### src/rtl/cp0.sv
// MIPS-style coprocessor 0: SR/Cause/EPC/PRId registers, exception and interrupt
// request generation, and the eret return-address bypass.
module cp0 #(
    parameter logic [31:0] PRID = 32'h2020_0007
) (
    input  logic        clk,
    input  logic        reset,
    input  logic        we,
    input  logic [4:0]  addr,
    input  logic [31:0] din,
    input  logic [31:0] pc,
    input  logic [4:0]  exc_code,
    input  logic        bd,
    input  logic [5:0]  hw_int,
    input  logic        eret,
    output logic [31:0] dout,
    output logic [31:0] epc_out,
    output logic        req
);

    localparam logic [4:0] ADDR_SR    = 5'd12;
    localparam logic [4:0] ADDR_CAUSE = 5'd13;
    localparam logic [4:0] ADDR_EPC   = 5'd14;
    localparam logic [4:0] ADDR_PRID  = 5'd15;

    // SR fields
    logic [5:0]  im_q, im_d;
    logic        exl_q, exl_d;
    logic        ie_q, ie_d;
    // Cause fields
    logic        bd_q, bd_d;
    logic [5:0]  ip_q, ip_d;
    logic [4:0]  exc_code_q, exc_code_d;
    // EPC
    logic [31:0] epc_q, epc_d;

    logic        int_req;
    logic        exc_req;
    logic [31:0] pc_aligned;
    logic [31:0] victim_pc;
    logic [31:0] sr_val;
    logic [31:0] cause_val;

    always_comb begin
        int_req    = (|(hw_int & im_q)) & ie_q & ~exl_q;
        exc_req    = (exc_code != 5'd0) & ~exl_q;
        req        = int_req | exc_req;
        pc_aligned = pc & 32'hFFFF_FFFC;
        // A delay-slot instruction must restart at its branch.
        victim_pc  = bd ? (pc_aligned - 32'd4) : pc_aligned;
    end

    always_comb begin
        // NOTE: every next-state signal starts from its current value so no path leaves it unassigned (no latches).
        im_d       = im_q;
        exl_d      = exl_q;
        ie_d       = ie_q;
        bd_d       = bd_q;
        ip_d       = hw_int;
        exc_code_d = exc_code_q;
        epc_d      = epc_q;

        if (req) begin
            // Trap entry overrides any mtc0 or eret issued in the same cycle.
            exl_d      = 1'b1;
            bd_d       = bd;
            exc_code_d = int_req ? 5'd0 : exc_code;
            epc_d      = victim_pc;
        end else begin
            if (eret) begin
                exl_d = 1'b0;
            end
            if (we) begin
                case (addr)
                    ADDR_SR: begin
                        im_d  = din[15:10];
                        exl_d = din[1];
                        ie_d  = din[0];
                    end
                    ADDR_EPC: epc_d = din;
                    default:  ;
                endcase
            end
        end
    end

    always_ff @(posedge clk) begin
        // NOTE: sequential state uses non-blocking assignments so all flops update from pre-edge values.
        if (reset) begin
            im_q       <= '0;
            exl_q      <= 1'b0;
            ie_q       <= 1'b0;
            bd_q       <= 1'b0;
            ip_q       <= '0;
            exc_code_q <= '0;
            epc_q      <= '0;
        end else begin
            im_q       <= im_d;
            exl_q      <= exl_d;
            ie_q       <= ie_d;
            bd_q       <= bd_d;
            ip_q       <= ip_d;
            exc_code_q <= exc_code_d;
            epc_q      <= epc_d;
        end
    end

    always_comb begin
        sr_val    = {16'b0, im_q, 8'b0, exl_q, ie_q};
        cause_val = {bd_q, 15'b0, ip_q, 3'b0, exc_code_q, 2'b0};
        case (addr)
            ADDR_SR:    dout = sr_val;
            ADDR_CAUSE: dout = cause_val;
            ADDR_EPC:   dout = epc_q;
            ADDR_PRID:  dout = PRID;
            default:    dout = 32'd0;
        endcase
        // Forward an in-flight EPC write so an immediately following eret sees it.
        epc_out = (we && addr == ADDR_EPC) ? din : epc_q;
    end

endmodule

### config.mk
export PLATFORM = sky130hd
export DESIGN_NAME = cp0
export DESIGN_NICKNAME = d
export VERILOG_FILES = /design/src/rtl/cp0.sv
export SDC_FILE = /design/constraint.sdc
export NUM_CORES = 1
export LEC_CHECK = 0
export ABC_CLOCK_PERIOD_IN_PS = 6400
export CAP_MARGIN = 25
export CORE_MARGIN = 2
export CORE_UTILIZATION = 35
export DETAILED_ROUTE_END_ITERATION = 10
export PLACE_DENSITY = 0.7
export SLEW_MARGIN = 20
export SYNTH_ARGS = -nofsm -noshare
export SYNTH_HDL_FRONTEND = slang
export SYNTH_SLANG_ARGS = --single-unit
### constraint.sdc
create_clock -name clk -period 6.4 [get_ports clk]
set_input_delay 1.28 -clock clk [delete_from_list [all_inputs] [get_ports clk]]
set_output_delay 1.28 -clock clk [all_outputs]
set_load 0.05 [all_outputs]
==> results.md, run 1 <==
* Clk_skew at 0.0114 ns
* Routability cong. at roughly 0.96
* Req. time, crit path at roughly 5.1 ns
* Vias at ~3400
* Setup violators final at 0
* Crit start category: primary input
* Crit Path Class: primary input to output port
* WL final at roughly 11 mm
* Post-synthesis xor/xnor area fraction at 0.0707
* Sequential share of power at 0.381
* Max-slew violations at 0
* CP arrival at between 4 and 5 ns
* Top-count cell post-synth: nor2_1
* Tot Pwr at between 0.0009 and 0.001 W
* Sw frac at 0.324
* Top-area cell type share of the netlist area at 0.323
* Total CTS buffers at 5
* Yosys reg bits at between 50 and 60
* FMAX at ~190 MHz
* Vias in the first global route at around 3400
* Post-synth EDFFs at 0
* Post-Syn Area at approximately 3200 sq um
* Layout Utilization at 0.570
* Synth async-reset ratio at 0
* Fill count at a little over 800
* Max VDD drop at between 0.0001 and 0.00015 V
* Die area at ~10000 sq um
* Row count at 35
* Clock network power share at 0.256
* Post-route ant nets at 0
* Grt total ovfl at 0
* Final total negative setup slack at 0 ns
* Post-synth top area cell: dfxtp_1
* Sink Count at 52
* Clk pin slew, worst setup/hold paths at about 0.10 ns
* Post-synthesis mux area share at 0.152
* Resize count post-CTS at 0
* Worst Tran Pin Value at 0.836 ns
* Reported max-cap violation count at 0
* Slew margin rel. at 0.441
* Combinational share of power at 0.363
* Synth cell count leaders: 57 x nor2_1, 52 x dfxtp_1, 33 x a21oi_1
* Pleak at between 1.5 and 2 nW
* YS warnings at 0
* Antenna diodes at 0
* Average size of a mapped cell at just over 8 sq um
* Share of layout cells above drive strength 1 at 0.157
* Power Density at approximately 180 nW/um^2
* CTS tree: yes
* GRT Total Usage at 0.223
* Hold Vio Cnt, Final at 0
* Top cells by area, synth: dfxtp_1 32%, mux2_2 11%, nor2_1 6.6%
* DRC at 0
* Synth Area in Compound Gates at 0.149
* Crit end category: output port
* Area grow syn2layout at 60.4%
* RSZ-0062 raised after global routing: no
* Max FO, Critical Path at 14
* Cell Int Power at between 0.0006 and 0.0007 W
* Distinct cell type count after synthesis at 47
* Syn nets at just under 500
* 1st-pass router iterations at 4
* Setup Fix Bufs, Post-CTS at 0
* Largest family of logic cells by synthesized area: simple AND/OR/NAND/NOR gates
* Synth Area in Adders at 0.00388
* Post-CTS Hold Buffers at 0
* Cell count after placement at ~630
* Post-Synth Simple-Gate Area at 0.255
* Sequential area share after synthesis at 0.323
* Ys flop type: dfxtp_1
* Antenna violations before repair at 0
* Hold_ws at 0.457 ns
* First-pass GRT wire length at about 18 mm
* Post-synthesis instance total at 397
* Max clock buf depth at 2
* DIE WIDTH at between 90 and 100 microns
* Clock Latency Late Sink at 0.31 ns
* DRT iter0 DRCs at about 180
* H-tree depth at 2
* I/O pins at 150
* # port buffers at between 100 and 150
* HP Class: register to register
* Nets at slightly above 600
* Core ar. at slightly above 9000 sq um
* CTS Root Cell: clkbuf_8
* Tcrit/Tclk final at 0.839
* FF-to-FF setup slack at between 4 and 5 ns
* NetSw at 0.000305 W
* Die Ht at 99.9 microns
* Vias/cell at between 5 and 6
* Dpl hpwl at about 8.7 mm
* Initial core utilization at 0.355
* Wire length per cell at roughly 18 microns
* Largest net degree at the start of global routing at 58
* Crit path time final at 5.37 ns
* Layout Cells excl Fill at approximately 640
* Outcome: finished, final reports clean
[through the flow]
| stage | cell area (sq um) | setup WS (ns) |
|---|---|---|
| final | 5170 | 1.03 |
| after global routing | 5170 | 0.840 |
| after CTS | 5170 | 1.09 |
| after detailed placement | 5050 | 1.09 |
| after global placement | 5050 | 1.13 |
| after floorplan | 3220 | 2.44 |
[layer usage]
metal / wire length [microns] / share of wire / GRT usage
met1: 4970 / 0.44 / 0.297
met2: 5360 / 0.47 / 0.363
met3: 685 / 0.060 / 0.0369
met4: 343 / 0.030 / 0.0875
met5: 0 / 0 / 0
[state kept, by name, summed over array words and instances, names as in the netlist]
name and cells:
epc_q 32, exc_code_q 5, bd_q 1, ip_q 6
im_q 6, exl_q 1, ie_q 1
[final cells by class]
class / count / area (sq um) / area share
inverters: 5 / 18.8 / 0.00363
flip-flops and latches: 52 / 1040 / 0.201
repair buffers: 152 / 1820 / 0.351
clock buffers: 6 / 82.6 / 0.0160
multi-input cells: 311 / 2030 / 0.393
clock inverters: 2 / 38.8 / 0.00750
well taps: 111 / 139 / 0.0269
[cells in the final DEF, fill, tap and decap left out, types with 4 or more instances in the layout]
master | netlist | final
nor2_1 | 57 | 57
and3_1 | 19 | 19
a22oi_1 | 5 | 5
mux2i_1 | 13 | 13
inv_1 | 5 | 5
nand4_1 | 4 | 4
nor4_1 | 11 | 11
nor3_1 | 7 | 7
o21ai_0 | 22 | 22
xnor2_1 | 15 | 15
buf_4 | 4 | 6
a21oi_1 | 33 | 33
mux2_2 | 31 | 31
nand2_1 | 20 | 20
nor2b_1 | 8 | 8
xor2_1 | 11 | 11
a211oi_1 | 12 | 12
dfxtp_1 | 52 | 52
buf_12 | 0 | 31
clkdlybuf4s50_1 | 0 | 115
clkbuf_8 | 0 | 6
nand3_1 | 12 | 12
[logic make-up (layout without fill, tap and decap cells)]
family                     after synthesis  after routing
AOI/OAI and AO/OA                       81             81
xor gates and xnor gates                26             26
adders and majority gates                1              1
buffers and inverters                   34            165
DFF                                     52             52
muxes                                   45             45
and+or+nand+nor                        158            158
[power by group through the flow]
stage / Sequential, W / Combinational, W / Clock (W)
after floorplan: 0.000361 / 0.000169 / 0
after global placement: 0.000366 / 0.000338 / 0
after detailed placement: 0.000366 / 0.000340 / 0
after CTS: 0.000359 / 0.000341 / 0.000245
after global routing: 0.000362 / 0.000359 / 0.000258
final: 0.000359 / 0.000341 / 0.000241
[worst max-delay path, stage by stage]
cell             delay (ns)
clkdlybuf4s50_1        0.79
nor2b_1                0.84
a22oi_1                0.13
nor2_1                 0.20
clkdlybuf4s50_1        0.84
[path summary, 6_finish.rpt]
| path | startpoint | end | cells after the start |
|---|---|---|---|
| max | addr[1] | dout[31] | 5 |
| min reg2reg | exc_code_q[4] | exc_code_q[4] | 2 |
| min | exc_code_q[4] | exc_code_q[4] | 2 |
| max reg2reg | im_q[3] | epc_q[19] | 7 |
No activity file was read; power rests on OpenSTA's default activity.
==> run 2: changes to the inputs <==
- ABC_CLOCK_PERIOD_IN_PS: 6400 -> 5100
- clock period: 6.4 -> 5.1 ns (I/O delays scaled with it)
==> run 2 against run 1 <==
Against the previous run: critical path depth up 1; cell area is 0.58% higher; wire length is 1.1% lower; first-iteration DRC count stayed put; combinational power rose by 27%; critical path type unchanged; largest power group unchanged.
==> results.md, run 2 (synthesis results as in run 1) <==
* Sequential Area at between 1000 and 1500 sq um
* Worst reg2reg endpoint: epc_q[22]
* Clk pin slew, worst setup/hold paths at around 0.1 ns
* Clock Latency Late Sink at 0.31 ns
* Number of flip-flops in the largest register at 32
* Sink Count at 52
* Post-CTS Hold Buffers at 0
* Max FO, Critical Path at 29
* Area of the multi-input gates at approximately 2000 sq um
* Largest net degree at the start of global routing at 58
* Hold_ws at 0.462 ns
* Min-delay src: exc_code_q[4]
* Final total negative setup slack at 0 ns
* DRT iter0 DRCs at ~180
* FMAX at roughly 230 MHz
* Area grow syn2layout at 61.4%
* Resize count post-CTS at 0
* Crit start category: primary input
* WL final at between 10 and 15 mm
* Max VDD drop at approximately 0.00011 V
* # port buffers at between 100 and 150
* Top Registers: epc_q x32, im_q x6, ip_q x6
* Setup Fix Bufs, Post-CTS at 0
* RSZ-0062 raised after global routing: no
* Crit path time final at ~4.4 ns
* Pleak at around 2 nW
* Max clock buf depth at 2
* CP arrival at roughly 3.4 ns
* Vias/cell at ~5.4
* Wire length per cell at between 15 and 20 microns
* Dpl hpwl at between 8 and 9 mm
* GRT Total Usage at 0.215
* Antenna diodes at 0
* Outcome: finished, final reports clean
* Vias in the first global route at between 3000 and 4000
* Slew margin rel. at 0.438
* H-tree depth at 2
* Worst Tran Pin Value at 0.836 ns
* FF-to-FF Start: im_q[1]
* Req. time, crit path at approximately 4.1 ns
* Share of layout cells above drive strength 1 at 0.203
* Register with the most flip-flops: epc_q
* Nets at ~600
* Die area at roughly 10000 sq um
* Die Ht at 99.9 microns
* WHS Endpoint: exc_code_q[4]
* Max-slew violations at 0
* I/O pins at 150
* CTS Root Cell: clkbuf_8
* Critical Path Start: addr[3]
* First-pass GRT wire length at ~17 mm
* R2R cell count at 7
* CTS tree: yes
* DIE WIDTH at 99.9 microns
* 1st-pass router iterations at 4
* FF-to-FF setup slack at 2.74 ns
* Total CTS buffers at 5
* Reported max-cap violation count at 0
* Initial core utilization at 0.355
* Antenna violations before repair at 0
* Routability cong. at around 1
* Most common cell after layout, fill and taps aside: clkdlybuf4s50_1
* Hold Vio Cnt, Final at 0
* HP Class: register to register
* Fill count at roughly 810
* DRC at 0
* Crit Path Class: primary input to output port
* Core ar. at ~9000 sq um
* Power Density at ~220 nW/um^2
* Crit end category: output port
* Post-route ant nets at 0
* Setup violators final at 0
* Vias at 3486
* Clk_skew at ~0.0048 ns
* Commonest non-fill, non-tap cells in the layout: 93 x clkdlybuf4s50_1, 57 x nor2_1, 52 x dfxtp_1, 38 x buf_12, 33 x a21oi_1
* Tcrit/Tclk final at 0.857
* Hold Path Depth at 2
* Row count at 35
* Grt total ovfl at 0
[run 2: worst max-delay path: stages]
cell,delay [ns]
clkdlybuf4s50_1,0.48
and3b_1,0.58
and3_1,0.42
buf_12,0.25
mux2_1,0.38
buf_4,0.20
[run 2: area by class of cell]
| class | count | area share |
|---|---|---|
| Sequential cell | 52 | 0.200 |
| Timing Repair Buffer | 155 | 0.360 |
| Inverter | 5 | 0.00361 |
| Clock inverter | 3 | 0.00529 |
| Tap cell | 111 | 0.0267 |
| Clock buffer | 5 | 0.0132 |
| Multi-Input combinational cell | 311 | 0.391 |
[run 2: worst max-delay path by stage]
stage | cells past startpoint | endpoint | slack [ns]
5_1_grt | 6 | epc_out[16] | 0.66
3_5_place_dp | 6 | epc_out[16] | 0.75
2_1_floorplan | 6 | epc_out[16] | 1.66
4_1_cts | 6 | epc_out[16] | 0.75
6_report | 6 | epc_out[16] | 0.73
3_3_place_gp | 6 | epc_out[16] | 0.77
[run 2: layer usage]
| layer | vias up | GRT usage | wire [microns] |
|---|---|---|---|
| met5 | - | 0 | 0 |
| met4 | 0 | 0.0727 | 266 |
| met3 | 21 | 0.0348 | 616 |
| met2 | 130 | 0.352 | 5370 |
| met1 | 1646 | 0.290 | 4990 |
| li1 | 1689 | - | - |
[run 2: stage by stage]
stage                     utilization  setup slack [ns]  instances  power, W  area, sq um
after floorplan                     -              1.66        397  0.000665         3220
after global placement          0.563             0.771        634  0.000886         5100
after detailed placement        0.563             0.754        634  0.000891         5100
after CTS                       0.573             0.752        642   0.00114         5200
after global routing            0.573             0.657        642   0.00118         5200
final                           0.573             0.728        642   0.00114         5200
[run 2: power by group]
part           switching, W  total, W  internal [W]
Sequential        0.0000155  0.000451      0.000436
Clock              0.000153  0.000255      0.000101
Combinational      0.000226  0.000432      0.000206
